### config.mk
export PLATFORM = sky130hd
export DESIGN_NAME = serial_sub_ctrl_flat
export DESIGN_NICKNAME = d
export VERILOG_FILES = /design/src/rtl/serial_sub_ctrl_pkg.sv /design/src/rtl/serial_sub_ctrl_if.sv /design/src/rtl/serial_sub_ctrl_cell.sv /design/src/rtl/serial_sub_ctrl_half_sub.sv /design/src/rtl/serial_sub_ctrl.sv /design/src/flat_wrapper.sv
export SDC_FILE = /design/constraint.sdc
export NUM_CORES = 1
export LEC_CHECK = 0
export BUFFER_PORTS_ARGS = -buffer_cell sky130_fd_sc_hd__buf_2
export CAP_MARGIN = 20
export CORE_MARGIN = 5
export CORE_UTILIZATION = 55
export CTS_CLUSTER_SIZE = 28
export DETAILED_ROUTE_END_ITERATION = 10
export PLACE_DENSITY = 0.92
export SLEW_MARGIN = 20
export SYNTH_ARGS = -nofsm -noshare
export SYNTH_HDL_FRONTEND = slang
export SYNTH_HIERARCHICAL = 1
export SYNTH_SLANG_ARGS = --single-unit
### constraint.sdc
create_clock -name clk -period 2.25 [get_ports clk]
set_input_delay 0.225 -clock clk [delete_from_list [all_inputs] [get_ports clk]]
set_output_delay 0.225 -clock clk [all_outputs]
set_load 0.02 [all_outputs]
### src/rtl/serial_sub_ctrl_pkg.sv
// rtl/serial_sub_ctrl_pkg.sv - shared state encoding and sizing helpers for the serial subtractor
package serial_sub_ctrl_pkg;

    typedef enum logic [1:0] {
        S_IDLE = 2'd0,
        S_RUN  = 2'd1,
        S_DONE = 2'd2
    } state_e;

    localparam int WIDTH_MIN = 1;
    localparam int WIDTH_MAX = 64;

    // A 1-bit operand still needs a 1-bit counter so the RUN compare stays well formed.
    function automatic int cnt_width(input int w);
        return (w > 1) ? $clog2(w) : 1;
    endfunction

endpackage

### src/rtl/serial_sub_ctrl_if.sv
// rtl/serial_sub_ctrl_if.sv - operand/result handshake bundle for the serial subtractor
interface serial_sub_ctrl_if #(
    parameter int WIDTH = 8
);
    logic             in_valid;
    logic             in_ready;
    logic [WIDTH-1:0] a;
    logic [WIDTH-1:0] b;
    logic             out_valid;
    logic             out_ready;
    logic [WIDTH-1:0] diff;
    logic             borrow;
    logic             busy;

    modport master (
        output in_valid, a, b, out_ready,
        input  in_ready, out_valid, diff, borrow, busy
    );

    modport slave (
        input  in_valid, a, b, out_ready,
        output in_ready, out_valid, diff, borrow, busy
    );
endinterface

### src/rtl/serial_sub_ctrl_cell.sv
// rtl/serial_sub_ctrl_cell.sv - 1-bit full subtract cell from two half subtractors
module full_sub_cell (
    input  logic a_i,
    input  logic b_i,
    input  logic bin_i,
    output logic d_o,
    output logic bout_o
);
    logic d1;
    logic b1;
    logic b2;

    half_subtractor u_hs_ab (
        .a_i    (a_i),
        .b_i    (b_i),
        .d_o    (d1),
        .bout_o (b1)
    );

    // Second stage subtracts the incoming borrow from the partial difference.
    half_subtractor u_hs_bin (
        .a_i    (d1),
        .b_i    (bin_i),
        .d_o    (d_o),
        .bout_o (b2)
    );

    assign bout_o = b1 | b2;
endmodule

### src/rtl/serial_sub_ctrl_half_sub.sv
// rtl/serial_sub_ctrl_half_sub.sv - 1-bit half subtractor
module half_subtractor (
    input  logic a_i,
    input  logic b_i,
    output logic d_o,
    output logic bout_o
);
    assign d_o    = a_i ^ b_i;
    assign bout_o = ~a_i & b_i;
endmodule

### src/rtl/serial_sub_ctrl.sv
// rtl/serial_sub_ctrl.sv - bit-serial unsigned A-B controller, LSB first, one cell per cycle
module serial_sub_ctrl
    import serial_sub_ctrl_pkg::*;
#(
    parameter int WIDTH = 8
) (
    input logic               clk,
    input logic               rst_n,
    serial_sub_ctrl_if.slave  bus
);
    localparam int CW = cnt_width(WIDTH);
    localparam logic [CW-1:0] CNT_LAST = CW'(WIDTH - 1);

    state_e           state_q;
    logic [WIDTH-1:0] a_sh_q;
    logic [WIDTH-1:0] b_sh_q;
    logic [WIDTH-1:0] diff_q;
    logic [WIDTH-1:0] diff_d;
    logic [CW-1:0]    cnt_q;
    logic             brw_q;
    logic             out_valid_q;
    logic             busy_q;
    logic             cell_d;
    logic             cell_bo;
    logic             last_bit;

    full_sub_cell u_cell (
        .a_i    (a_sh_q[0]),
        .b_i    (b_sh_q[0]),
        .bin_i  (brw_q),
        .d_o    (cell_d),
        .bout_o (cell_bo)
    );

    // Difference bits enter at the top and walk down, so the LSB lands at bit 0 last.
    generate
        if (WIDTH == 1) begin : g_diff_w1
            assign diff_d = cell_d;
        end else begin : g_diff_wn
            assign diff_d = {cell_d, diff_q[WIDTH-1:1]};
        end
    endgenerate

    assign last_bit = (cnt_q == CNT_LAST);

    always_ff @(posedge clk) begin
        if (!rst_n) begin
            state_q     <= S_IDLE;
            a_sh_q      <= '0;
            b_sh_q      <= '0;
            diff_q      <= '0;
            cnt_q       <= '0;
            brw_q       <= 1'b0;
            out_valid_q <= 1'b0;
            busy_q      <= 1'b0;
        end else begin
            case (state_q)
                S_IDLE: begin
                    if (bus.in_valid) begin
                        a_sh_q  <= bus.a;
                        b_sh_q  <= bus.b;
                        brw_q   <= 1'b0;
                        cnt_q   <= '0;
                        busy_q  <= 1'b1;
                        state_q <= S_RUN;
                    end
                end
                S_RUN: begin
                    diff_q <= diff_d;
                    a_sh_q <= a_sh_q >> 1;
                    b_sh_q <= b_sh_q >> 1;
                    brw_q  <= cell_bo;
                    cnt_q  <= cnt_q + 1'b1;
                    if (last_bit) begin
                        busy_q      <= 1'b0;
                        out_valid_q <= 1'b1;
                        state_q     <= S_DONE;
                    end
                end
                S_DONE: begin
                    if (bus.out_ready) begin
                        out_valid_q <= 1'b0;
                        state_q     <= S_IDLE;
                    end
                end
                default: begin
                    out_valid_q <= 1'b0;
                    busy_q      <= 1'b0;
                    state_q     <= S_IDLE;
                end
            endcase
        end
    end

    assign bus.in_ready  = (state_q == S_IDLE);
    assign bus.out_valid = out_valid_q;
    assign bus.diff      = diff_q;
    assign bus.borrow    = brw_q;
    assign bus.busy      = busy_q;
endmodule

### src/flat_wrapper.sv
// flat-port wrapper written by rule: the top's interface ports become plain ports
module serial_sub_ctrl_flat import serial_sub_ctrl_pkg::*;
#(
    parameter int WIDTH = 8
)
  (clk, rst_n, bus_in_valid, bus_a, bus_b, bus_out_ready, bus_in_ready, bus_out_valid, bus_diff, bus_borrow, bus_busy);
  serial_sub_ctrl_if #(.WIDTH(WIDTH)) bus_i ();
  input logic clk;
  input logic rst_n;
  input wire logic [$bits(bus_i.in_valid)-1:0] bus_in_valid;
  input wire logic [$bits(bus_i.a)-1:0] bus_a;
  input wire logic [$bits(bus_i.b)-1:0] bus_b;
  input wire logic [$bits(bus_i.out_ready)-1:0] bus_out_ready;
  output wire logic [$bits(bus_i.in_ready)-1:0] bus_in_ready;
  output wire logic [$bits(bus_i.out_valid)-1:0] bus_out_valid;
  output wire logic [$bits(bus_i.diff)-1:0] bus_diff;
  output wire logic [$bits(bus_i.borrow)-1:0] bus_borrow;
  output wire logic [$bits(bus_i.busy)-1:0] bus_busy;
  assign bus_i.in_valid = bus_in_valid;
  assign bus_i.a = bus_a;
  assign bus_i.b = bus_b;
  assign bus_i.out_ready = bus_out_ready;
  assign bus_in_ready = bus_i.in_ready;
  assign bus_out_valid = bus_i.out_valid;
  assign bus_diff = bus_i.diff;
  assign bus_borrow = bus_i.borrow;
  assign bus_busy = bus_i.busy;
  serial_sub_ctrl #(.WIDTH(WIDTH)) u_core (.clk(clk), .rst_n(rst_n), .bus(bus_i));
endmodule
==> results by group, run 1 <==
Global routing
  • Number of global-route vias before repair: around 1,200
  • GRT Overall Usage: 0.186
  • Largest net degree at the start of global routing: 37
  • Initial antenna violation count: 0
  • First-pass GRT wire length: a little over 5000 microns
  • Remaining global-route overflow: 0

STA
  • Final setup violation count: 0
  • Setup_tns: 0 ns
  • Clk_skew: approximately 0.0058 ns
  • Fmax achieved: 511 MHz
  • Min Clock Period, post-route: around 2.0 ns
  • Worst Tran Pin Value: slightly above 0.8 ns
  • Final period util: 0.871
  • Final Hold Violating Endpoints: 0
  • RSZ-0062 raised after global routing: false
  • Slew Limit Fails: 0
  • Rel. slew slack: 0.452

Power and ir drop
  • VDD IR-drop max: around 0.60 mV
  • Lkg Pwr: a little under 0.7 nW
  • Pwr Density: about 660 mW/mm^2

Logic synthesis
  • Top_reg_cell synth: dfxtp_1
  • Top cell type's share of synthesized area: 0.440
  • Syn_area_per_cell: between 8 and 9 sq um
  • Post-Syn Area: ~0.0015 sq mm
  • Cells after Synth: about 170
  • Area leader, netlist: dfxtp_1
  • Most common cell in the netlist: dfxtp_1
  • Synthesis-stage register bit count: 32
  • Warnings from Yosys: 6
  • Top cells by count, synth: dfxtp_1 (32), nand2_1 (29), a21boi_0 (13)
  • Post-synthesis sequential area ratio: 0.440
  • Syn_nets: roughly 190
  • Synth unique cells: 25
  • Post-synth ARST share: 0
  • Post-synth EDFFs: 0
  • Synth top area cells: dfxtp_1 (44%), nand2_1 (7.5%), mux2i_1 (6.9%)

Layout
  • Fillers: roughly 200
  • Area Overhead vs Synth: 13.9%
  • Share of cells above drive strength 1: 0.219
  • Fin nets: about 220
  • Final Non-Filler Cells: about 220
  • Ant diodes: 0
  • Final Util: 0.664

Status
  • Status: complete, no violations

Worst hold path
  • Hold EP: u_core/b_sh_q[4]$_SDFFE_PN0P_
  • Hold Path Class: input pin to flip-flop
  • Hold_sp: bus_b[4]
  • Worst Hold Depth: 3

Route
  • Via count: approximately 1,200
  • Remaining antenna violation count after routing: 0
  • Drt first-iter violations: 19
  • Final wirelength: roughly 3000 microns
  • Drt drc: 0
  • Routed wire per std cell: between 10 and 15 microns
  • Drt pass-1 iters: 4
  • Vias per cell: 5.51

Run
  • Max cap viols: 0

Floorplan
  • Die height: between 60 and 70 microns
  • Core Region: about 0.0025 sq mm
  • Row Count: 18
  • Die X: just over 60 microns
  • Ports: 32
  • Initial Utilization: 0.583
  • Die area: 0.00378 sq mm

Clocking
  • Post-CTS Hold Fix Bufs: 0
  • Cts bufs inserted: 5
  • Root Buffer Master: clkbuf_4
  • Post-cts sizing count: 0
  • Clk sinks: 32
  • CTS tree: done
  • Clock Tree Buf Depth: 2
  • Clock latency on the worst-skew pair: between 0.3 and 0.4 ns
  • Worst-path clk slew: 0.09 ns
  • Setup Buffers After CTS: 0
  • Htree depth: 2

Worst setup path
  • Cell depth of the worst flop-to-flop path: 3
  • Worst path required time: between 2 and 2.5 ns
  • R2r setup slk: between 0.4 and 0.5 ns
  • Slowest CP cell: dfxtp_1
  • CP Max Fanout: 26
  • Crit Reg-Reg Endpoint: u_core/bus.out_valid$_SDFFE_PN0P_
  • Crit-path cells: nor2_1 > buf_2
  • Delay of the slowest cell on the worst path: 0.86 ns
  • WS Path Type: flip-flop to output port
  • Crit. End Element: output port
  • Reg2reg start: u_core/state_q[1]$_SDFFE_PN0P_
  • Setup crit start kind: flip-flop
  • WP data arrival: 1.73 ns

Placed design
  • Post-DP HPWL: 2150 microns
  • # placed instances: roughly 210
  • RePlAce Congestion: roughly 0.73
  • Port Buf Inserts: 31
through the flow:
step                      hold WS (ns)  worst slack [ns]  instance area (sq um)  total power, mW
final                            0.157             0.291                   1660             1.10
after detailed placement         0.462             0.492                   1600            0.775
after global routing             0.149             0.176                   1660             1.16
after global placement           0.449             0.645                   1600            0.764
after CTS                        0.145             0.292                   1660             1.11
after floorplan                  0.395             0.941                   1460            0.733
registers in the layout (all words and copies together) (netlist names):
name / cells
u_core/bus.busy: 1
u_core/bus.diff: 8
u_core/bus.out_valid: 1
u_core/b_sh_q: 8
u_core/state_q: 2
u_core/bus.borrow: 1
u_core/a_sh_q: 8
u_core/cnt_q: 3
area by class of cell:
cell class,instances,area (sq um),area share
clock buffer,8,58.8,0.0354
inverter,5,18.8,0.0113
multi-input combinational,114,733,0.442
sequential,32,641,0.386
timing repair buffer,33,170,0.103
tap,30,37.5,0.0226
power breakdown:
part           total (mW)  internal [mW]  leakage, nW  switching (mW)
sequential          0.618          0.598        0.262          0.0193
combinational       0.144         0.0642        0.386          0.0800
clock               0.340          0.154       0.0326           0.186
total                1.10          0.817        0.680           0.285
worst max-delay path by stage:
stage	start	endpoint	slack, ns
2_1_floorplan	u_core/a_sh_q[0]$_SDFFE_PN0P_	u_core/bus.borrow$_SDFFE_PN0P_	0.94
3_3_place_gp	u_core/state_q[1]$_SDFFE_PN0P_	u_core/bus.out_valid$_SDFFE_PN0P_	0.65
3_5_place_dp	u_core/state_q[1]$_SDFFE_PN0P_	u_core/bus.out_valid$_SDFFE_PN0P_	0.49
4_1_cts	u_core/state_q[1]$_SDFFE_PN0P_	bus_in_ready	0.29
5_1_grt	u_core/state_q[1]$_SDFFE_PN0P_	bus_in_ready	0.18
6_report	u_core/state_q[1]$_SDFFE_PN0P_	bus_in_ready	0.29
routing by layer:
metal  global-route usage  part of all wire  vias to the layer above
li1                     -                 -                      625
met1                0.212              0.43                      561
met2                0.320              0.48                       31
met3               0.0629             0.061                        7
met4               0.0697             0.020                        0
met5                    0                 0                        -
critical path: cells and delay by family (launching register included):
| family | cells | cell delay, ns |
|---|---|---|
| simple gates | 1 | 0.29 |
| buf+inv | 1 | 0.25 |
| flops | 1 | 0.86 |
layout by cell type (no fill, tap or decap):
cell type  instances
o21bai_1           1
nor2b_1            7
buf_4              2
clkbuf_4           5
nand2b_1           1
nand2_1           29
o21ai_0            7
nor2_2             1
clkbuf_8           1
nand3b_1           3
or2_1              1
dfxtp_1           32
mux2i_1           10
nand3_1            3
o21ai_1            9
ha_1               4
nor2_1             4
a21boi_0          13
nor3b_1            6
a221oi_1           4
a221oi_2           1
or3b_4             1
buf_2             31
inv_1              5
o211ai_1           9
clkbuf_1           2
logic make-up (layout without fill, tap and decap cells):
family / count (synthesis) / count (layout) / synth area share
fa+ha+maj: 4 / 4 / 0.0344
mux: 10 / 10 / 0.0687
buf+inv: 19 / 46 / 0.0567
simple gates: 56 / 56 / 0.192
compound gates: 44 / 44 / 0.208
flops: 32 / 32 / 0.440
No activity file was read; power rests on OpenSTA's default activity.
==> run 2: changes to the inputs <==
--- a/config.mk
+++ b/config.mk
@@ -6,12 +6,13 @@
 export NUM_CORES = 1
 export LEC_CHECK = 0
 export BUFFER_PORTS_ARGS = -buffer_cell sky130_fd_sc_hd__buf_2
-export CAP_MARGIN = 20
+export CAP_MARGIN = 25
 export CORE_MARGIN = 5
 export CORE_UTILIZATION = 55
 export CTS_CLUSTER_SIZE = 28
 export DETAILED_ROUTE_END_ITERATION = 10
 export PLACE_DENSITY = 0.92
+export RECOVER_POWER = 100
 export SLEW_MARGIN = 20
 export SYNTH_ARGS = -nofsm -noshare
 export SYNTH_HDL_FRONTEND = slang
==> results by group, run 2 (same netlist as run 1, synthesis figures left out) <==
Status
  • Status: complete, no violations

Worst hold path
  • Hold Path Class: input pin to flip-flop
  • Hold_sp: bus_b[7]
  • Worst Hold Depth: 3

Placed design
  • RePlAce Congestion: ~0.73
  • Post-DP HPWL: approximately 2100 microns
  • Setup Slack @ Placement: about 0.49 ns
  • Placed cell area: roughly 0.0016 sq mm
  • Port Buf Inserts: 31

Worst setup path
  • Reg2reg start: u_core/state_q[1]$_SDFFE_PN0P_
  • CP Max Fanout: 26
  • Cell depth of the worst flop-to-flop path: 3
  • Critical Path Start: u_core/state_q[1]$_SDFFE_PN0P_
  • Setup crit start kind: flip-flop
  • Worst path required time: approximately 2.0 ns
  • WP data arrival: 1.71 ns
  • WS Path Type: flip-flop to output port
  • Crit. End Element: output port

Layout
  • Commonest non-fill, non-tap cell in the layout: dfxtp_1
  • Commonest cells after routing, fill and taps aside: dfxtp_1 (32), nand2_1 (29), buf_2 (19)
  • Fin nets: 215
  • Ant diodes: 0
  • Fillers: 212
  • Share of cells above drive strength 1: 0.146
  • Area Overhead vs Synth: 12.3%
  • Post-route cell area: around 0.0016 sq mm

Route
  • Routed wire per std cell: 13.7 microns
  • Vias per cell: 5.60
  • Final wirelength: 3050 microns
  • Remaining antenna violation count after routing: 0
  • Drt drc: 0
  • Via count: between 1,000 and 1,500
  • Drt pass-1 iters: 4
  • Drt first-iter violations: 26

Global routing
  • Remaining global-route overflow: 0
  • GRT met2 Usage: 0.320
  • Met3 GRT Util: 0.0629
  • M1 GR Usage: 0.212
  • GRT Overall Usage: 0.186
  • Largest net degree at the start of global routing: 37
  • GR peak layer: met2
  • First-pass GRT wire length: a little over 5000 microns
  • Initial antenna violation count: 0
  • Number of global-route vias before repair: roughly 1,200

Floorplan
  • Die X: between 60 and 70 microns
  • Row Count: 18
  • Die height: 61.5 microns
  • Core Region: 0.00250 sq mm
  • Die area: 0.00378 sq mm
  • Ports: 32
  • Initial Utilization: 0.583

STA
  • Setup_tns: 0 ns
  • Worst Tran Pin Value: 0.805 ns
  • RSZ-0062 raised after global routing: false
  • Min Clock Period, post-route: about 1.9 ns
  • Final Hold Violating Endpoints: 0
  • Slew Limit Fails: 0
  • Final setup violation count: 0
  • Rel. slew slack: 0.463
  • Clk_skew: approximately 0.0036 ns
  • Fmax achieved: between 500 and 600 MHz
  • Min setup slack post-route: roughly 0.31 ns
  • Final period util: 0.861

Run
  • Max cap viols: 0

Clocking
  • Root Buffer Master: clkbuf_4
  • Clock Tree Buf Depth: 2
  • CTS tree: done
  • Clk sinks: 32
  • Clock latency on the worst-skew pair: approximately 0.33 ns
  • Cts bufs inserted: 5
  • Htree depth: 2
  • Worst-path clk slew: about 0.09 ns
  • Setup Buffers After CTS: 0
  • Post-cts sizing count: 0
  • Post-CTS Hold Fix Bufs: 0

Power and ir drop
  • Pwr Total: roughly 1.1 mW
  • Lkg Pwr: approximately 0.63 nW
  • VDD IR-drop max: around 0.59 mV
  • Pwr Density: around 670 mW/mm^2
-- run 2: final timing paths --
kind / end / slack, ns
worst max-delay path: bus_in_ready / 0.31
worst max register to register: u_core/bus.out_valid$_SDFFE_PN0P_ / 0.48
worst min-delay path: u_core/b_sh_q[7]$_SDFFE_PN0P_ / 0.17
worst min register to register: u_core/a_sh_q[2]$_SDFFE_PN0P_ / 0.48
-- run 2: critical path, stage by stage (launching register included) --
cell	delay, ns
dfxtp_1	0.85
nor2_1	0.28
clkbuf_1	0.24
-- run 2: power breakdown --
group | switching, mW | internal [mW] | total (mW)
Combinational | 0.0779 | 0.0600 | 0.138
Clock | 0.185 | 0.154 | 0.339
Sequential | 0.0194 | 0.598 | 0.618
-- run 2: per-stage QoR --
| step | hold slack, ns | util | cells |
|---|---|---|---|
| after global placement | 0.449 | 0.640 | 214 |
| after floorplan | 0.395 | - | 165 |
| after global routing | 0.162 | 0.654 | 222 |
| after CTS | 0.145 | 0.664 | 222 |
| final | 0.171 | 0.654 | 222 |
| after detailed placement | 0.462 | 0.640 | 214 |
-- run 2: area by class of cell --
cell class | count | area, sq um | share of cell area
Clock buffer | 8 | 58.8 | 0.0360
Tap cell | 30 | 37.5 | 0.0230
Inverter | 5 | 18.8 | 0.0115
Multi-Input combinational cell | 114 | 724 | 0.443
Timing Repair Buffer | 33 | 155 | 0.0949
Sequential cell | 32 | 641 | 0.392
-- run 2: per-layer routing --
| layer | wire length [microns] | vias up |
|---|---|---|
| met2 | 1500 | 29 |
| met4 | 63 | 0 |
| li1 | - | 630 |
| met1 | 1300 | 578 |
| met5 | 0 | - |
| met3 | 186 | 7 |
